===== config.mk =====
export PLATFORM = sky130hd
export DESIGN_NAME = imem_loader
export DESIGN_NICKNAME = d
export VERILOG_FILES = /design/src/rtl/imem_loader_pkg.sv /design/src/rtl/imem_loader_byte_packer.sv /design/src/rtl/imem_loader.sv
export SDC_FILE = /design/constraint.sdc
export NUM_CORES = 1
export LEC_CHECK = 0
export CORE_MARGIN = 2
export CORE_UTILIZATION = 45
export CTS_CLUSTER_DIAMETER = 30
export DETAILED_ROUTE_END_ITERATION = 8
export PLACE_DENSITY = 0.78
export SLEW_MARGIN = 20
export SYNTH_ARGS = -nofsm -noshare
export SYNTH_HDL_FRONTEND = slang
export SYNTH_SLANG_ARGS = --single-unit

===== constraint.sdc =====
create_clock -name clk -period 3.65 [get_ports clk]
set_clock_uncertainty 0.1 [all_clocks]
set_input_delay 0.365 -clock clk [delete_from_list [all_inputs] [get_ports clk]]
set_output_delay 0.365 -clock clk [all_outputs]
set_load 0.01 [all_outputs]

===== src/rtl/imem_loader_pkg.sv =====
// Shared state encoding and sizing constants for the instruction memory loader.
package imem_loader_pkg;

  localparam int BYTES_PER_WORD = 4;
  localparam int COUNT_WIDTH    = 9;
  localparam int LEN_WIDTH      = 16;
  localparam int BYTE_IDX_WIDTH = 2;

  typedef enum logic [2:0] {
    IDLE,
    LEN_LO,
    LEN_HI,
    PAYLOAD,
    WRITE,
    CHECK,
    DONE,
    ERROR
  } state_e;

endpackage


===== src/rtl/imem_loader_byte_packer.sv =====
// Little-endian byte-to-word assembler: the first byte shifted in ends up in bits [7:0].
module byte_packer
  import imem_loader_pkg::*;
(
  input  logic                          clk_i,
  input  logic                          rst_i,
  input  logic                          clear_i,
  input  logic                          shift_i,
  input  logic                          consume_i,
  input  logic [7:0]                    byte_i,
  output logic [8*BYTES_PER_WORD-1:0]   word_o,
  output logic [BYTE_IDX_WIDTH-1:0]     count_o,
  output logic                          word_full_o
);

  logic [8*BYTES_PER_WORD-1:0] word_q, word_d;
  logic [BYTE_IDX_WIDTH-1:0]   count_q, count_d;
  logic                        full_q, full_d;

  // New bytes enter at the top so that after four shifts the oldest sits at the bottom.
  always_comb begin
    word_d  = word_q;
    count_d = count_q;
    full_d  = full_q;
    if (clear_i) begin
      word_d  = '0;
      count_d = '0;
      full_d  = 1'b0;
    end else if (shift_i) begin
      word_d  = {byte_i, word_q[8*BYTES_PER_WORD-1:8]};
      count_d = count_q + 1'b1;
      full_d  = (count_q == BYTE_IDX_WIDTH'(BYTES_PER_WORD - 1));
    end else if (consume_i) begin
      full_d = 1'b0;
    end
  end

  always_ff @(posedge clk_i) begin
    if (rst_i) begin
      word_q  <= '0;
      count_q <= '0;
      full_q  <= 1'b0;
    end else begin
      word_q  <= word_d;
      count_q <= count_d;
      full_q  <= full_d;
    end
  end

  assign word_o      = word_q;
  assign count_o     = count_q;
  assign word_full_o = full_q;

endmodule


===== src/rtl/imem_loader.sv =====
// Streams a length-prefixed program image into instruction memory while holding the CPU in reset.
// Define IMEM_LOADER_CHECKSUM_EN to require a trailing XOR checksum byte after the payload.
module imem_loader
  import imem_loader_pkg::*;
#(
  parameter int DATA_WIDTH    = 32,
  parameter int ADDRESS_WIDTH = 32,
  parameter int MEM_SIZE      = 256
) (
  input  logic                     clk,
  input  logic                     rst,
  input  logic                     start,
  input  logic                     byte_valid,
  input  logic [7:0]               byte_data,
  output logic                     byte_ready,
  output logic                     we,
  output logic [ADDRESS_WIDTH-1:0] wr_address,
  output logic [DATA_WIDTH-1:0]    wr_data,
  output logic                     busy,
  output logic                     cpu_hold,
  output logic                     done,
  output logic                     error,
  output logic [COUNT_WIDTH-1:0]   word_count
);

  state_e                      state_q, state_d;
  logic [LEN_WIDTH-1:0]        len_q, len_d;
  logic [COUNT_WIDTH-1:0]      count_q, count_d;
  logic [LEN_WIDTH-1:0]        len_full;
  logic                        quiescent;
  logic                        start_ok;
  logic                        last_word;
  logic                        pack_shift;
  logic                        word_full;
  logic [8*BYTES_PER_WORD-1:0] pack_word;
  logic [BYTE_IDX_WIDTH-1:0]   pack_count;
`ifdef IMEM_LOADER_CHECKSUM_EN
  logic [7:0]                  csum_q, csum_d;
`endif

  assign quiescent  = (state_q == IDLE) || (state_q == DONE) || (state_q == ERROR);
  assign start_ok   = start & quiescent;
  assign len_full   = {byte_data, len_q[7:0]};
  assign last_word  = ((LEN_WIDTH'(count_q) + 16'd1) == len_q);
  assign pack_shift = byte_valid & byte_ready & (state_q == PAYLOAD);

  byte_packer u_packer (
    .clk_i       (clk),
    .rst_i       (rst),
    .clear_i     (start_ok),
    .shift_i     (pack_shift),
    .consume_i   (we),
    .byte_i      (byte_data),
    .word_o      (pack_word),
    .count_o     (pack_count),
    .word_full_o (word_full)
  );

  always_comb begin
    state_d    = state_q;
    len_d      = len_q;
    count_d    = count_q;
    byte_ready = 1'b0;
    we         = 1'b0;
`ifdef IMEM_LOADER_CHECKSUM_EN
    csum_d     = csum_q;
`endif
    case (state_q)
      IDLE, DONE, ERROR: begin
        if (start) begin
          state_d = LEN_LO;
          len_d   = '0;
          count_d = '0;
`ifdef IMEM_LOADER_CHECKSUM_EN
          csum_d  = '0;
`endif
        end
      end
      LEN_LO: begin
        byte_ready = 1'b1;
        if (byte_valid) begin
          len_d[7:0] = byte_data;
          state_d    = LEN_HI;
        end
      end
      // The length is range-checked here so no write can ever land beyond the memory.
      LEN_HI: begin
        byte_ready = 1'b1;
        if (byte_valid) begin
          len_d   = len_full;
          state_d = ((len_full == '0) || (len_full > LEN_WIDTH'(MEM_SIZE))) ? ERROR : PAYLOAD;
        end
      end
      PAYLOAD: begin
        byte_ready = 1'b1;
        if (byte_valid) begin
`ifdef IMEM_LOADER_CHECKSUM_EN
          csum_d = csum_q ^ byte_data;
`endif
          if (pack_count == BYTE_IDX_WIDTH'(BYTES_PER_WORD - 1)) state_d = WRITE;
        end
      end
      WRITE: begin
        we      = word_full;
        count_d = count_q + 9'd1;
`ifdef IMEM_LOADER_CHECKSUM_EN
        state_d = last_word ? CHECK : PAYLOAD;
`else
        state_d = last_word ? DONE : PAYLOAD;
`endif
      end
      CHECK: begin
`ifdef IMEM_LOADER_CHECKSUM_EN
        byte_ready = 1'b1;
        if (byte_valid) state_d = (byte_data == csum_q) ? DONE : ERROR;
`else
        state_d = IDLE;
`endif
      end
      default: state_d = IDLE;
    endcase
  end

  always_ff @(posedge clk) begin
    if (rst) begin
      state_q <= IDLE;
      len_q   <= '0;
      count_q <= '0;
`ifdef IMEM_LOADER_CHECKSUM_EN
      csum_q  <= '0;
`endif
    end else begin
      state_q <= state_d;
      len_q   <= len_d;
      count_q <= count_d;
`ifdef IMEM_LOADER_CHECKSUM_EN
      csum_q  <= csum_d;
`endif
    end
  end

  assign wr_address = we ? ADDRESS_WIDTH'({count_q, 2'b00}) : '0;
  assign wr_data    = we ? DATA_WIDTH'(pack_word) : '0;
  assign busy       = ~quiescent;
  assign cpu_hold   = ~quiescent;
  assign done       = (state_q == DONE);
  assign error      = (state_q == ERROR);
  assign word_count = count_q;

endmodule


==> run summary <==
status = finished clean
Reg area = 0.001261 mm2
vias = 3,084
CTS Buffer Depth = 2
highest routed metal layer = met4
Yosys top cell area share = 38.01%
crit start category = flip-flop
final net count = 505
Layout Cells excl Fill = 595
most common cell in the synthesized netlist = nand2_1
Diodes inserted = 0
Die W = 89.87 um
Sw Share = 31.48%
Metal-1 WL = 3.662 mm
Max VDD drop = 0.2540 mV
DIE HEIGHT = 89.87 um
Area Overhead vs Synth = 25.15%
WP data arrival = 2.49 ns
Synth Instances = 443
CP Cell Sequence = nor2_1, and3_1, buf_4, and2_1, clkdlybuf4s50_1
asr flop ratio synth = 0%
Routed WL = 7.994 mm
Yosys warning total = 0
Leak Pwr = 1.471 nW
sequential group share of total power = 40.1%
final instance area = 0.004153 mm2
clock share of power = 38.1%
DIE AREA = 0.008077 mm2
cell accounting for the most synthesized area = dfxtp_1
setup TNS = 0 ns
First-pass DRT Iterations = 4
post-CTS setup buffers = 0
routed vias/inst = 5.183
CTS resizes = 0
area post-placement = 0.003906 mm2
Total Power = 1.952 mW
DRT antenna net count = 0
Hold Crit Class = flip-flop to flip-flop
top_reg_cell synth = dfxtp_1
mean post-synth cell area = 7.490 um2
dpl hpwl = 5.461 mm
RSZ-0062 raised after global routing = no
Synth Register Bits = 63
clock-pin transition on the worst setup and hold timing paths = 0.07 ns
Post-synth EDFFs = 0
# IOs = 91
post-synth cell types = 43
largest net degree at the start of global routing = 38
core footprint = 0.007214 mm2
# H-tree levels = 3
combinational group share of total power = 21.8%
Multi-input gate area = 0.001812 mm2
met3 WL = 434 um
CP top delay family = buffers and inverters
largest cells by area after synthesis = dfxtp_1 (38%), nand2_1 (11%), a21oi_1 (9.4%)
Total GRT Usage = 20.02%
data required time of the worst path = 3.18 ns
Psw = 614.5 uW
row count = 31
Mapped Area = 0.003318 mm2
Post-CTS Hold Buffers = 0
Iteration-0 DRC Markers = 238
CTS tree = built
CTS buffer count = 9
fin crit share = 80.92%
count of max-cap constraint violations = 0
root buffer cell = clkbuf_8
fraction of layout cells with a size suffix above 1 = 5.242%
drt wl/cell = 13.44 um
port buffer count = 67
# clock sinks = 63
first-pass GRT wire length = 13.23 mm
largest stage delay on the critical path = 0.55 ns
fin crit period = 2.954 ns
Crit Path Class = flip-flop to primary output
Worst Path Max Fanout = 37
Max Clock Freq = 0.3386 GHz
endpoints failing setup = 0
final hold violations = 0
worst-margin pin slew = 0.9753 ns
initial antenna violation count = 0
RD Place Congestion = 0.8429
GR Overflow Total = 0
DR WL met2 = 3.702 mm
PwrDens = 470.0 mW/mm2
crit path buf inv count = 2
Max Slew Vio Count = 0
Initial Utilization = 45.99%
clk_lat worst skew = 0.34 ns
top cells by count, synth = nand2_1 (93), dfxtp_1 (63), a21oi_1 (62), and2_1 (44), buf_4 (25)
register area share after synthesis = 38.01%
max_slew headroom = 34.48%
final routed DRC violation total = 0
fill count = 680
vias in the first global route = 2,759
slowest library cell on the worst path = clkdlybuf4s50_1
DP Cell Count = 579
Worst setup EP type = primary output
Int Pwr = 1.337 mW
-- cell families (layout without fill, tap and decap cells) --
group | count (synthesis) | count (layout) | synth area share (%)
simple gates | 210 | 210 | 30.69
buf+inv | 59 | 90 | 9.955
other cells | 1 | 23 | 0.1130
compound gates | 89 | 89 | 15.38
xor+xnor | 17 | 17 | 4.487
mux | 2 | 2 | 0.6033
fa+ha+maj | 2 | 2 | 0.7540
flops | 63 | 63 | 38.01
-- cell type report --
class	instances	area share, %
tap	99	2.983
multi-input combinational	343	43.63
sequential	63	30.37
inverter	3	0.2712
clock buffer	9	2.983
clock inverter	7	2.892
timing repair buffer	71	16.87
-- tightest hold or removal path, delay by kind of cell, from the launching register on --
family	cells	cell delay, ns
flops	1	0.31
simple gates	1	0.05
compound gates	1	0.05
-- power by group through the flow --
stage          Clock [mW]  Combinational [mW]  Sequential [mW]
2_1_floorplan           0               0.366            0.752
3_3_place_gp            0               0.411            0.790
3_5_place_dp            0               0.418            0.794
4_1_cts             0.756               0.421            0.778
5_1_grt             0.783               0.472            0.788
6_report            0.744               0.426            0.782
-- placed cells by master (no fill, tap or decap), types with 3 or more instances in the layout --
| cell | netlist | routed |
|---|---|---|
| nor3_1 | 5 | 5 |
| nand4_1 | 3 | 3 |
| nor4_1 | 7 | 7 |
| or3_1 | 4 | 4 |
| buf_4 | 25 | 4 |
| nand3_1 | 23 | 23 |
| clkdlybuf4s50_1 | 0 | 67 |
| inv_1 | 3 | 3 |
| dfxtp_1 | 63 | 63 |
| and2_1 | 44 | 44 |
| nand2_1 | 93 | 92 |
| clkbuf_8 | 0 | 9 |
| bufinv_16 | 0 | 3 |
| o21ai_0 | 7 | 7 |
| and3_1 | 5 | 5 |
| a21oi_1 | 62 | 62 |
| nor2b_1 | 3 | 3 |
| xor2_1 | 6 | 6 |
| nand2b_1 | 3 | 3 |
| xnor2_1 | 11 | 11 |
| conb_1 | 1 | 23 |
| nor2_1 | 15 | 15 |
-- registers in the layout, indices dropped and copies added (netlist names) --
signal / count
u_packer.word_o: 32
len_q: 16
word_count: 9
state_q: 3
u_packer.count_o: 2
u_packer.word_full_o: 1
-- worst paths after layout --
check | startpoint | to | slack, ns | cells past startpoint
worst max-delay path | state_q[0] | wr_data[13] | 0.70 | 5
worst max register to register | word_count[0] | state_q[0] | 1.43 | 6
worst min-delay path | u_packer.word_o[3] | u_packer.word_o[3] | 0.35 | 2
worst min register to register | u_packer.word_o[3] | u_packer.word_o[3] | 0.35 | 2
-- per-stage QoR --
| stage | hold WS (ns) | utilization, % | worst slack (ns) |
|---|---|---|---|
| after global placement | 0.3397 | 54.14 | 1.155 |
| after floorplan | 0.3316 | - | 1.668 |
| after detailed placement | 0.3457 | 54.14 | 1.055 |
| final | 0.3523 | 57.56 | 0.6963 |
| after global routing | 0.3758 | 57.56 | 0.4950 |
| after CTS | 0.3560 | 57.53 | 0.6690 |
-- per-layer routing --
| metal | vias to the layer above | global-route usage [%] |
|---|---|---|
| met5 | - | 0 |
| met1 | 1426 | 25.96 |
| met2 | 111 | 32.01 |
| li1 | 1533 | - |
| met4 | 0 | 10.64 |
| met3 | 14 | 3.437 |
No activity file was read; power rests on OpenSTA's default activity.
